## src/rtl/tart_clk_pkg.sv

```systemverilog
// Shared definitions for the DCM lock supervisor: sequencing states and
// counter sizing helpers.
package tart_clk_pkg;

   localparam int STATE_W = 3;
   localparam int RETRY_W = 4;

   typedef enum logic [STATE_W-1:0] {
      RESET_DCM = 3'd0,
      WAIT_LOCK = 3'd1,
      STABLE    = 3'd2,
      RUN       = 3'd3,
      FAULT     = 3'd4
   } sup_state_e;

   // One spare bit so the largest terminal count never sits on the top code.
   function automatic int timer_width(input int a, input int b, input int c);
      int m;
      m = a;
      if (b > m) m = b;
      if (c > m) m = c;
      return $clog2(m) + 1;
   endfunction

endpackage

```

## src/rtl/tart_sync2.sv

```systemverilog
// Two-flop synchroniser for quasi-static status flags crossing into the
// reference clock domain; no reset so the chain never masks a live flag.
module tart_sync2 #(
   parameter int WIDTH = 1
) (
   input  logic             clk,
   input  logic [WIDTH-1:0] d,
   output logic [WIDTH-1:0] q
);

   logic [WIDTH-1:0] meta_p0;
   logic [WIDTH-1:0] sync_p1;

   always_ff @(posedge clk) begin
      meta_p0 <= d;
      sync_p1 <= meta_p0;
   end

   assign q = sync_p1;

endmodule

```

## src/rtl/tart_lock_supervisor.sv

```systemverilog
// Reset sequencer for NUM_DCM clock managers: pulses DCM resets, qualifies
// lock, releases the system reset and recovers from run-time lock loss.
module tart_lock_supervisor
   import tart_clk_pkg::*;
#(
   parameter int                 NUM_DCM       = 2,
   parameter logic [NUM_DCM-1:0] LOCK_MASK     = {NUM_DCM{1'b1}},
   parameter int                 RST_CYCLES    = 8,
   parameter int                 LOCK_TIMEOUT  = 65535,
   parameter int                 STABLE_CYCLES = 1023,
   parameter int                 MAX_RETRIES   = 3,
   parameter int                 CNT_W         = 8
) (
   input  logic               clk_i,
   input  logic               rst_i,
   input  logic [NUM_DCM-1:0] locked_i,
   input  logic [NUM_DCM-1:0] stopped_i,
   input  logic               retry_i,
   output logic [NUM_DCM-1:0] dcm_rst_o,
   output logic               sys_rst_o,
   output logic               locked_o,
   output logic               fault_o,
   output logic [RETRY_W-1:0] retries_o,
   output logic [CNT_W-1:0]   losses_o
);

   localparam int TIMER_W = timer_width(RST_CYCLES, LOCK_TIMEOUT, STABLE_CYCLES);
   localparam logic [TIMER_W-1:0] RST_LAST     = TIMER_W'(RST_CYCLES - 1);
   localparam logic [TIMER_W-1:0] TIMEOUT_LAST = TIMER_W'(LOCK_TIMEOUT - 1);
   localparam logic [TIMER_W-1:0] STABLE_LAST  = TIMER_W'(STABLE_CYCLES - 1);
   localparam logic [RETRY_W-1:0] RETRY_LIMIT  = RETRY_W'(MAX_RETRIES);

   logic [NUM_DCM-1:0] lk_s;
   logic [NUM_DCM-1:0] st_s;
   logic               good;

   sup_state_e         state_q, state_d;
   logic [TIMER_W-1:0] timer_q, timer_d;
   logic [RETRY_W-1:0] retries_q, retries_d, retries_inc;
   logic [CNT_W-1:0]   losses_q, losses_d;

   function automatic logic [CNT_W-1:0] sat_inc(input logic [CNT_W-1:0] v);
      return (v == {CNT_W{1'b1}}) ? v : v + CNT_W'(1);
   endfunction

   tart_sync2 #(.WIDTH(NUM_DCM)) u_sync_locked (
      .clk (clk_i),
      .d   (locked_i),
      .q   (lk_s)
   );

   tart_sync2 #(.WIDTH(NUM_DCM)) u_sync_stopped (
      .clk (clk_i),
      .d   (stopped_i),
      .q   (st_s)
   );

   // Masked DCMs are neither required to lock nor allowed to flag a stopped clock.
   assign good        = (&(lk_s | ~LOCK_MASK)) & ~(|(st_s & LOCK_MASK));
   assign retries_inc = retries_q + RETRY_W'(1);

   always_comb begin
      state_d   = state_q;
      timer_d   = timer_q;
      retries_d = retries_q;
      losses_d  = losses_q;
      case (state_q)
         RESET_DCM: begin
            if (timer_q == RST_LAST) begin
               timer_d = '0;
               state_d = WAIT_LOCK;
            end else begin
               timer_d = timer_q + TIMER_W'(1);
            end
         end
         WAIT_LOCK: begin
            if (good) begin
               timer_d = '0;
               state_d = STABLE;
            end else if (timer_q == TIMEOUT_LAST) begin
               timer_d   = '0;
               retries_d = retries_inc;
               state_d   = (retries_inc == RETRY_LIMIT) ? FAULT : RESET_DCM;
            end else begin
               timer_d = timer_q + TIMER_W'(1);
            end
         end
         STABLE: begin
            // A dropout here is treated as settling, not as a failed attempt.
            if (!good) begin
               timer_d = '0;
               state_d = WAIT_LOCK;
            end else if (timer_q == STABLE_LAST) begin
               timer_d   = '0;
               retries_d = '0;
               state_d   = RUN;
            end else begin
               timer_d = timer_q + TIMER_W'(1);
            end
         end
         RUN: begin
            if (!good) begin
               losses_d = sat_inc(losses_q);
               timer_d  = '0;
               state_d  = RESET_DCM;
            end
         end
         FAULT: begin
            if (retry_i) begin
               retries_d = '0;
               timer_d   = '0;
               state_d   = RESET_DCM;
            end
         end
         default: begin
            timer_d = '0;
            state_d = RESET_DCM;
         end
      endcase
   end

   // Outputs are decoded from the next state so they flip with the state register.
   always_ff @(posedge clk_i) begin
      if (rst_i) begin
         state_q   <= RESET_DCM;
         timer_q   <= '0;
         retries_q <= '0;
         losses_q  <= '0;
         dcm_rst_o <= '1;
         sys_rst_o <= 1'b1;
         locked_o  <= 1'b0;
         fault_o   <= 1'b0;
      end else begin
         state_q   <= state_d;
         timer_q   <= timer_d;
         retries_q <= retries_d;
         losses_q  <= losses_d;
         dcm_rst_o <= ((state_d == RESET_DCM) || (state_d == FAULT)) ? '1 : '0;
         sys_rst_o <= (state_d != RUN);
         locked_o  <= (state_d == RUN);
         fault_o   <= (state_d == FAULT);
      end
   end

   assign retries_o = retries_q;
   assign losses_o  = losses_q;

endmodule

```

## config.mk

```make
export PLATFORM = sky130hd
export DESIGN_NAME = tart_lock_supervisor
export DESIGN_NICKNAME = d
export VERILOG_FILES = /design/src/rtl/tart_clk_pkg.sv /design/src/rtl/tart_sync2.sv /design/src/rtl/tart_lock_supervisor.sv
export SDC_FILE = /design/constraint.sdc
export NUM_CORES = 1
export LEC_CHECK = 0
export ABC_AREA = 1
export BUFFER_PORTS_ARGS = -buffer_cell sky130_fd_sc_hd__buf_2
export CAP_MARGIN = 20
export CORE_MARGIN = 8
export CORE_UTILIZATION = 40
export CTS_CLUSTER_SIZE = 10
export DETAILED_ROUTE_END_ITERATION = 10
export GPL_TIMING_DRIVEN = 0
export PLACE_DENSITY = 0.62
export RECOVER_POWER = 100
export SKIP_LAST_GASP = 1
export SYNTH_ARGS = -nofsm -noshare
export SYNTH_HDL_FRONTEND = slang
export SYNTH_SLANG_ARGS = --single-unit
```

## constraint.sdc

```tcl
create_clock -name clk_i -period 1.5 [get_ports clk_i]
set_input_delay 0.075 -clock clk_i [delete_from_list [all_inputs] [get_ports clk_i]]
set_output_delay 0.075 -clock clk_i [all_outputs]
set_load 0.03 [all_outputs]
```

After elaboration in Yosys (flattened, before gate mapping)
Index checks and enable logic that the tools add are counted.
{"block": "totals", "regBits": 45, "latchBits": 0, "ramBits": 0, "romBits": 0, "input_bits": 7, "out_inout_bits": 17, "mem_count": 0}
{"block": "classes", "n_addsub": 3, "n_mul": 0, "div": 0, "magnitude_cmp": 0, "eq_ne": 18, "shifts": 0, "muxes": 24, "n_bitwise": 4, "n_reduce_logical": 9}
{"cell": "2-to-1 mux 17 bit", "n": 7}
{"cell": "case mux 17 bit (5 select lines)", "n": 1}
{"cell": "2-to-1 mux 3 bit", "n": 8}
{"cell": "2-to-1 mux 4 bit", "n": 5}
{"cell": "adder 17 x 1 -> 17 bit, second input constant", "n": 1}
{"cell": "equality test 17 x 10 -> 1 bit, second input constant", "n": 1}
{"cell": "equality test 17 x 16 -> 1 bit, second input constant", "n": 1}
{"cell": "equality test 17 x 3 -> 1 bit, second input constant", "n": 1}
{"cell": "case mux 3 bit (5 select lines)", "n": 1}
{"cell": "!= test 2 bit, second input constant", "n": 6}
{"cell": "case mux 4 bit (3 select lines)", "n": 1}
{"cell": "equality test 3 x 2 -> 1 bit, second input constant", "n": 3}
{"cell": "adder 8 x 1 -> 8 bit, second input constant", "n": 1}
{"cell": "equality test 8 bit, second input constant", "n": 1}
{"cell": "equality test 3 bit, second input constant", "n": 2}
{"cell": "zero test 3 bit", "n": 2}
{"cell": "AND reduction 6 bit", "n": 1}
{"cell": "adder 4 x 1 -> 4 bit, second input constant", "n": 1}
{"cell": "equality test 4 x 2 -> 1 bit, second input constant", "n": 1}
{"cell": "AND reduction 2 bit", "n": 2}
{"cell": "equality test 3 x 1 -> 1 bit, second input constant", "n": 1}
{"cell": "!= test 3 x 2 -> 1 bit, second input constant", "n": 1}
{"cell": "NOT 1 bit", "n": 3}
{"cell": "AND reduction 3 bit", "n": 1}
{"cell": "other kinds (5)", "n": 5}

Longest topological paths before layout
Gate-level depths: netlist of run 1.
{"block": "depth", "ltp_word": 9, "ltp_mapped": 13, "mapped_depth_nobuf": 13}

Modules after synthesis
From an unflattened synthesis of run 1, not the netlist that was laid out.
{"block": "hier_totals", "cells_unflattened": 313, "area_unflattened_um2": 2222.1}
{"module": "tart_lock_supervisor", "n_inst": 1, "cells_each": 305, "area_each_um2": 2062.0, "seq_area_each_um2": 720.7}
{"module": "tart_sync2", "n_inst": 2, "cells_each": 4, "area_each_um2": 80.1, "seq_area_each_um2": 80.1}

Least setup slack after synthesis of run 1
Ideal clock, no wire load.
{"block": "synth_timing", "path_type": "flip-flop to flip-flop", "startpoint": "register losses_q[1], in the netlist losses_o[1]", "endpoint": "register losses_q[2], in the netlist losses_o[2]", "arrival_time_ns": 1.475, "slack_ns": -0.097, "path_stages_with_launch": 7, "n_path_buf": 1, "synth_period_minus_slack_ns": 1.597, "cell_sequence": "dfxtp_1 -> ha_1 -> nand4_1 -> o21ai_1 -> buf_2 -> o21ai_1 -> nor3b_2"}
{"block": "synth_via", "elab_chain_len": 3}
{"item": "start: declaration", "line_no": "tart_lock_supervisor.sv:40", "text": "logic [CNT_W-1:0] losses_q, losses_d;"}
{"item": "start signal: assignment", "line_no": "tart_lock_supervisor.sv:137", "text": "losses_q <= losses_d;"}
{"item": "parallel branches: the longest is 3 deep, another holds adder 8 x 1 -> 8 bit"}
Parallel ways; which one is timed is not known.
A chain may end at the register's enable or synchronous reset.

Worst setup path after layout of run 1
{"block": "layout_timing", "startpoint": "register timer_q[1]", "endpoint": "register timer_q[4]"}
{"block": "layout_via", "elab_chain_len": 4}
{"item": "start: declaration", "line_no": "tart_lock_supervisor.sv:38", "text": "logic [TIMER_W-1:0] timer_q, timer_d;"}
{"item": "start signal: assignment", "line_no": "tart_lock_supervisor.sv:135", "text": "timer_q <= timer_d;"}
{"item": "adder 17 x 1 -> 17 bit (tied with other cells)", "line_no": "tart_lock_supervisor.sv:73, tart_lock_supervisor.sv:85, tart_lock_supervisor.sv:98"}
{"item": "2-to-1 mux 17 bit (on tied branches)", "line_no": "tart_lock_supervisor.sv:93, tart_lock_supervisor.sv:80"}
{"item": "2-to-1 mux 17 bit (on tied branches)", "line_no": "tart_lock_supervisor.sv:90, tart_lock_supervisor.sv:77"}
{"item": "case mux 17 bit (5 select lines) (*)", "line_no": "tart_lock_supervisor.sv:67", "text": "case (state_q)"}
Mark *: on every way between the ends. The rest lies on a longest branch, timed or not.

==> results.toml, run 1 <==
[global_routing]
grt_max_degree = 15
antenna_found_initial = 0
overflow = 0
first_global_vias = 2019
grt_first_pass_wirelength_um = 9000
grtUsageTotal = 0.127

[die]
dieArea_um2 = 8440
coreArea_um2 = 5540
die_y_um = 91.9
die_w_um = 91.9
start_util = 0.416
ioPinCount = 24
rows = 27

[power]
p_switching_mw = 0.520
irDropWorstVdd_mv = 0.356
combPwrFrac = 0.053
p_total_mw = 2.30
internal-power_mw = 1.78
pwr-share-seq = 0.521
swShare = 0.226
pwr-share-clk = 0.426
cellLeakagePower_nw = 1.21
power.density_nw_per_um2 = 790

[critical_path]
max_stage_delay_ns = 0.39
path_cells = "buf_6 -> ha_4 -> nand2_2 -> inv_2 -> nand2_2 -> nor2_4 -> nand2_2 -> nand2_4 -> nand4_4 -> nand2_4 -> nor2_1"
critical_path_buf_inv_count = 2
crit_arrival_ns = 1.82
cp-end-kind = "register"
crit_top_cell = "nand2_2"
worstPathRequired_ns = 1.70
critical_path_class = "reg -> reg"
cp-start-kind = "register"
critPathSlowestCell = "dfxtp_4"
critPathTopFamily = "simple AND/OR/NAND/NOR gates"
crit_fanout = 8

[clock_tree]
numClockSinks = 44
clock_path_buffers = 2
cts_buffers = 5
cts_tree = "done"
htree_levels = 2
clkLatencyLatePin_ns = 0.31
cts_root_buffer = "clkbuf_8"
clk_pin_slew_ns = 0.10

[job]
cap_violations = 0

[synthesis]
netlist_area_um2 = 2300
syn_inst = 324
yosysWarnings = 0
synth_compound_gate_area_share = 0.0707
synth-simple-area-share = 0.384
synth_top_family_by_area = "simple AND/OR/NAND/NOR gates"
synth_xor_area_frac = 0.0304
ys_types = 36
muxShareOfSynthArea = 0
yosysSeqAreaShare = 0.383
syn_avg_cell_area_um2 = 7.11
ys_ff_latch = 44
yosys.area_share.adder = 0.0272
synthesis.nets = 336

[route]
wl_um = 5480
final_antenna_net_count = 0
firstDrtPassIters = 4
drc = 0
drt_iter0_markers = 167
viasPerCell = 4.87
num_vias = 2144
wire_per_inst_um = 12.5

[final_layout]
utilization = 0.526
nets = 379
area.growth.synth_to_final_pct = 26.7
drive_above_1_share = 0.253
num_antenna_cells = 0

[place]
place.gp.congestion = 0.881
dp_hpwl_um = 3760
io_buffers = 23

[status]
violations = "setup timing"
status = "finished, violations left"

[timing]
slew_headroom = 0.551
rsz0062_at_grt = "true"
worst_pin_slew_ns = 0.674
drv_slew = 0
fin_ws_ns = -0.126
fin_crit_ns = 1.63
fin_crit_sh = 1.08
finClkSkew_ns = 0.0136
finalSetupViolCount = 25
fmax_ghz = 0.615
hold_violations = 0

[worst_hold_path]
hp-class = "in -> reg"
-- path summary, 6_finish.rpt --
| path | startpoint | endpoint | slack [ns] | depth (start not counted) |
|---|---|---|---|---|
| max | timer_q[1] | timer_q[4] | -0.13 | 11 |
| min | rst_i | losses_o[2] | 0.007 | 2 |
| max reg2reg | timer_q[1] | timer_q[4] | -0.13 | 11 |
| min reg2reg | u_sync_stopped.meta_p0[1] | u_sync_stopped.q[1] | 0.32 | 0 |
-- synthesized netlist by cell type (all sizes together) --
library cell	instances	share of area
nand4	16	0.050
ha	5	0.027
nand2	77	0.14
nand3b	4	0.015
xor2	7	0.027
nor3b	1	0.0054
buf	4	0.015
nor4	2	0.0082
or2	1	0.0027
nand3	24	0.062
a21oi	12	0.026
nor3	7	0.017
o21bai	1	0.0033
inv	54	0.088
o21ai	16	0.041
dfxtp	44	0.38
clkbuf	1	0.0016
nor2	46	0.086
or3	1	0.0027
xnor2	1	0.0038
-- repair_timing --
action	CTS	global route
pin swaps	8	20
hold endpoints to repair	4	0
gates resized for setup	25	36
buffers inserted	3	6
setup endpoints to repair	27	35
hold buffers	4	0
-- cell usage in the layout (no fill, tap or decap), drive strengths merged --
| cell type | netlist | routed |
|---|---|---|
| nand4 | 16 | 16 |
| a21oi | 12 | 12 |
| dlygate4sd3 | 0 | 4 |
| nor2 | 46 | 46 |
| xnor2 | 1 | 1 |
| clkbuf | 1 | 24 |
| xor2 | 7 | 7 |
| nor4 | 2 | 2 |
| o21bai | 1 | 1 |
| bufinv | 0 | 1 |
| dfxtp | 44 | 44 |
| nor3 | 7 | 7 |
| inv | 54 | 54 |
| buf | 4 | 19 |
| or3 | 1 | 1 |
| nor3b | 1 | 1 |
| clkinv | 0 | 1 |
| nand3b | 4 | 4 |
| or2 | 1 | 1 |
| nand2 | 77 | 77 |
| nand3 | 24 | 24 |
| o21ai | 16 | 16 |
| ha | 5 | 5 |
-- layout make-up --
cell class / count / area, um^2
clock buffer: 6 / 82.6
multi-input combinational: 221 / 1350
buffer: 5 / 45.0
timing repair buffer: 36 / 209
fill: 544 / 2620
inverter: 54 / 203
clock inverter: 2 / 38.8
sequential: 44 / 903
tap: 72 / 90.1
-- metrics by stage --
step,setup TNS (ns),area [um^2],hold WS (ns),cells,setup slack (ns)
final,-1.67,2920,0.00742,440,-0.126
after global routing,-4.68,2920,0.00887,440,-0.226
after CTS,-1.62,2780,0.0170,434,-0.114
after detailed placement,-3.24,2510,0.182,419,-0.214
after global placement,-3.30,2510,0.178,419,-0.224
after floorplan,0,2310,0.103,324,0.0366
-- metal layers --
layer  vias to the layer above  global-route usage  part of all wire
met5                         -                   0                 0
met4                         0              0.0523             0.012
met3                         6              0.0293             0.065
met2                        44               0.210              0.49
met1                       977               0.156              0.44
li1                       1117                   -                 -
-- power groups by stage --
stage	clock network, mW	logic [mW]	registers, mW
finish	0.982	0.122	1.20
global route	1.05	0.133	1.20
CTS	0.998	0.100	1.20
detailed placement	0	0.0846	1.23
global placement	0	0.0832	1.23
floorplan	0	0.0544	1.23
-- logic make-up after synthesis --
kind of cell	Yosys count
buffers and inverters	59
XOR/XNOR	8
AO/OA/AOI/OAI	29
adder cells (fa/ha/maj)	5
flip-flops	44
AND/OR/NAND/NOR	179
-- sequential cells by signal, indices dropped and copies added (netlist names) --
register and count:
timer_q 17, dcm_rst_o 1, locked_o 1, u_sync_locked.meta_p0 2
u_sync_stopped.q 2, u_sync_locked.q 2, retries_o 4, u_sync_stopped.meta_p0 2
fault_o 1, sys_rst_o 1, losses_o 8, state_q 3
No activity file was read; power rests on OpenSTA's default activity.
==> run 2, diff against run 1 <==
Settings changed: CAP_MARGIN 20 to 0, CORE_UTILIZATION 40 to 52, PLACE_DENSITY 0.62 to 0.77.
==> results.toml, run 2 (synthesis results as in run 1) <==
[die]
coreArea_um2 = 4320
die_w_um = 82.5
die_y_um = 82.5
start_util = 0.532
rows = 24
ioPinCount = 24
dieArea_um2 = 6810

[global_routing]
overflow = 0
antenna_found_initial = 0
grt_max_degree = 16
met1_usage = 0.194
grtUsageTotal = 0.164
grt_first_pass_wirelength_um = 8840
grt_busiest_layer = "met2"
first_global_vias = 1994
gr-usage-met2 = 0.283
grtUsageMet3 = 0.0400

[route]
wire_per_inst_um = 13.3
viasPerCell = 5.35
drt_iter0_markers = 172
num_vias = 2216
firstDrtPassIters = 5
drc = 0
wl_um = 5530
final_antenna_net_count = 0

[timing]
hold_violations = 0
finClkSkew_ns = 0.00321
finalSetupViolCount = 24
fmax_ghz = 0.623
fin_crit_ns = 1.60
fin_ws_ns = -0.105
rsz0062_at_grt = "true"
fin_crit_sh = 1.07
worst_pin_slew_ns = 0.658
drv_slew = 0
slew_headroom = 0.561

[final_layout]
utilization = 0.652
multi_input_area_um2 = 1330
largest_register_ffs = 17
regMostFlops = "timer_q"
area.growth.synth_to_final_pct = 22.4
final_common_cell = "nand2_1"
drive_above_1_share = 0.246
fillers = 375
final_cell_mix = "nand2_1 (62), inv_1 (44), nor2_1 (34)"
nets = 373
num_antenna_cells = 0
layout.area.seq_um2 = 900

[clock_tree]
cts_root_buffer = "clkbuf_8"
htree_levels = 2
cts_tree = "done"
clk_pin_slew_ns = 0.09
clock_path_buffers = 2
cts_buffers = 5
clkLatencyLatePin_ns = 0.30
numClockSinks = 44

[critical_path]
cp-end-kind = "register"
critPathTopFamily = "simple AND/OR/NAND/NOR gates"
critical_path_buf_inv_count = 2
critPathSlowestCell = "dfxtp_4"
crit_fanout = 8
crit_arrival_ns = 1.81
path_depth = 11
max_stage_delay_ns = 0.38
cp-start-kind = "register"
critical_path_class = "reg -> reg"
ff2ff_path_depth = 11
worstPathRequired_ns = 1.70
path_cells = "inv_4 -> ha_4 -> nand2_2 -> inv_2 -> nand2_2 -> nor2_4 -> nand2_2 -> nand2_4 -> nand4_4 -> nand2_4 -> nor2_1"
crit_top_cell = "nand2_2"

[status]
violations = "setup timing"
status = "finished, violations left"

[place]
dp_hpwl_um = 3680
io_buffers = 23
place.gp.congestion = 0.887

[worst_hold_path]
holdPathStages = 2
hp-class = "in -> reg"

[power]
power.density_nw_per_um2 = 801
cellLeakagePower_nw = 1.19
irDropWorstVdd_mv = 0.404
p_total_mw = 2.26

[job]
cap_violations = 0
-- run 2: through the flow --
stage	setup slack [ns]	hold slack, ns	area (um^2)	instances	TNS [ns]
after floorplan	0.0366	0.103	2310	324	0
after global placement	-0.200	0.178	2490	399	-2.82
after detailed placement	-0.238	0.180	2490	399	-3.60
after CTS	-0.113	0.0134	2770	413	-1.42
after global routing	-0.237	0.0122	2820	414	-4.73
final	-0.105	0.0169	2820	414	-1.44
-- run 2: final timing paths --
path	from	slack (ns)	to
hold reg to reg	u_sync_locked.meta_p0[0]	0.33	u_sync_locked.q[0]
setup / recovery	timer_q[0]	-0.10	timer_q[4]
hold / removal	rst_i	0.02	state_q[2]
setup reg to reg	timer_q[0]	-0.10	timer_q[4]
-- run 2: worst register-to-register path: cells and delay by family (launching register included) --
family	cells	cell delay, ns
AND/OR/NAND/NOR	8	0.86
buffers and inverters	2	0.12
adder cells (fa/ha/maj)	1	0.14
flip-flops	1	0.38
-- run 2: per-layer routing --
metal  part of all wire  vias to the layer above
li1                   -                     1108
met1               0.42                     1002
met2               0.48                       90
met3              0.075                       16
met4              0.018                        0
met5                  0                        -
-- run 2: cell type report --
cell class | count | share of cell area
buffer | 5 | 0.0160
clock buffer | 5 | 0.0244
clock inverter | 3 | 0.0169
inverter | 54 | 0.0728
multi-input combinational | 221 | 0.472
sequential | 44 | 0.319
tap | 52 | 0.0231
timing repair buffer | 30 | 0.0555
-- run 2: timing repair --
| item | CTS | global route |
|---|---|---|
| hold buffers | 4 | 0 |
| gates resized for setup | 34 | 21 |
| pin swaps | 20 | 11 |
| buffers inserted | 2 | 1 |
| hold endpoints to repair | 4 | 0 |
| setup endpoints to repair | 27 | 35 |
| cloned | 0 | 0 |
-- run 2: power breakdown --
part           total (mW)  internal (mW)  switching (mW)
clock network       0.936          0.502           0.434
registers            1.21           1.19          0.0193
logic               0.116         0.0492          0.0665
total                2.26           1.74           0.520
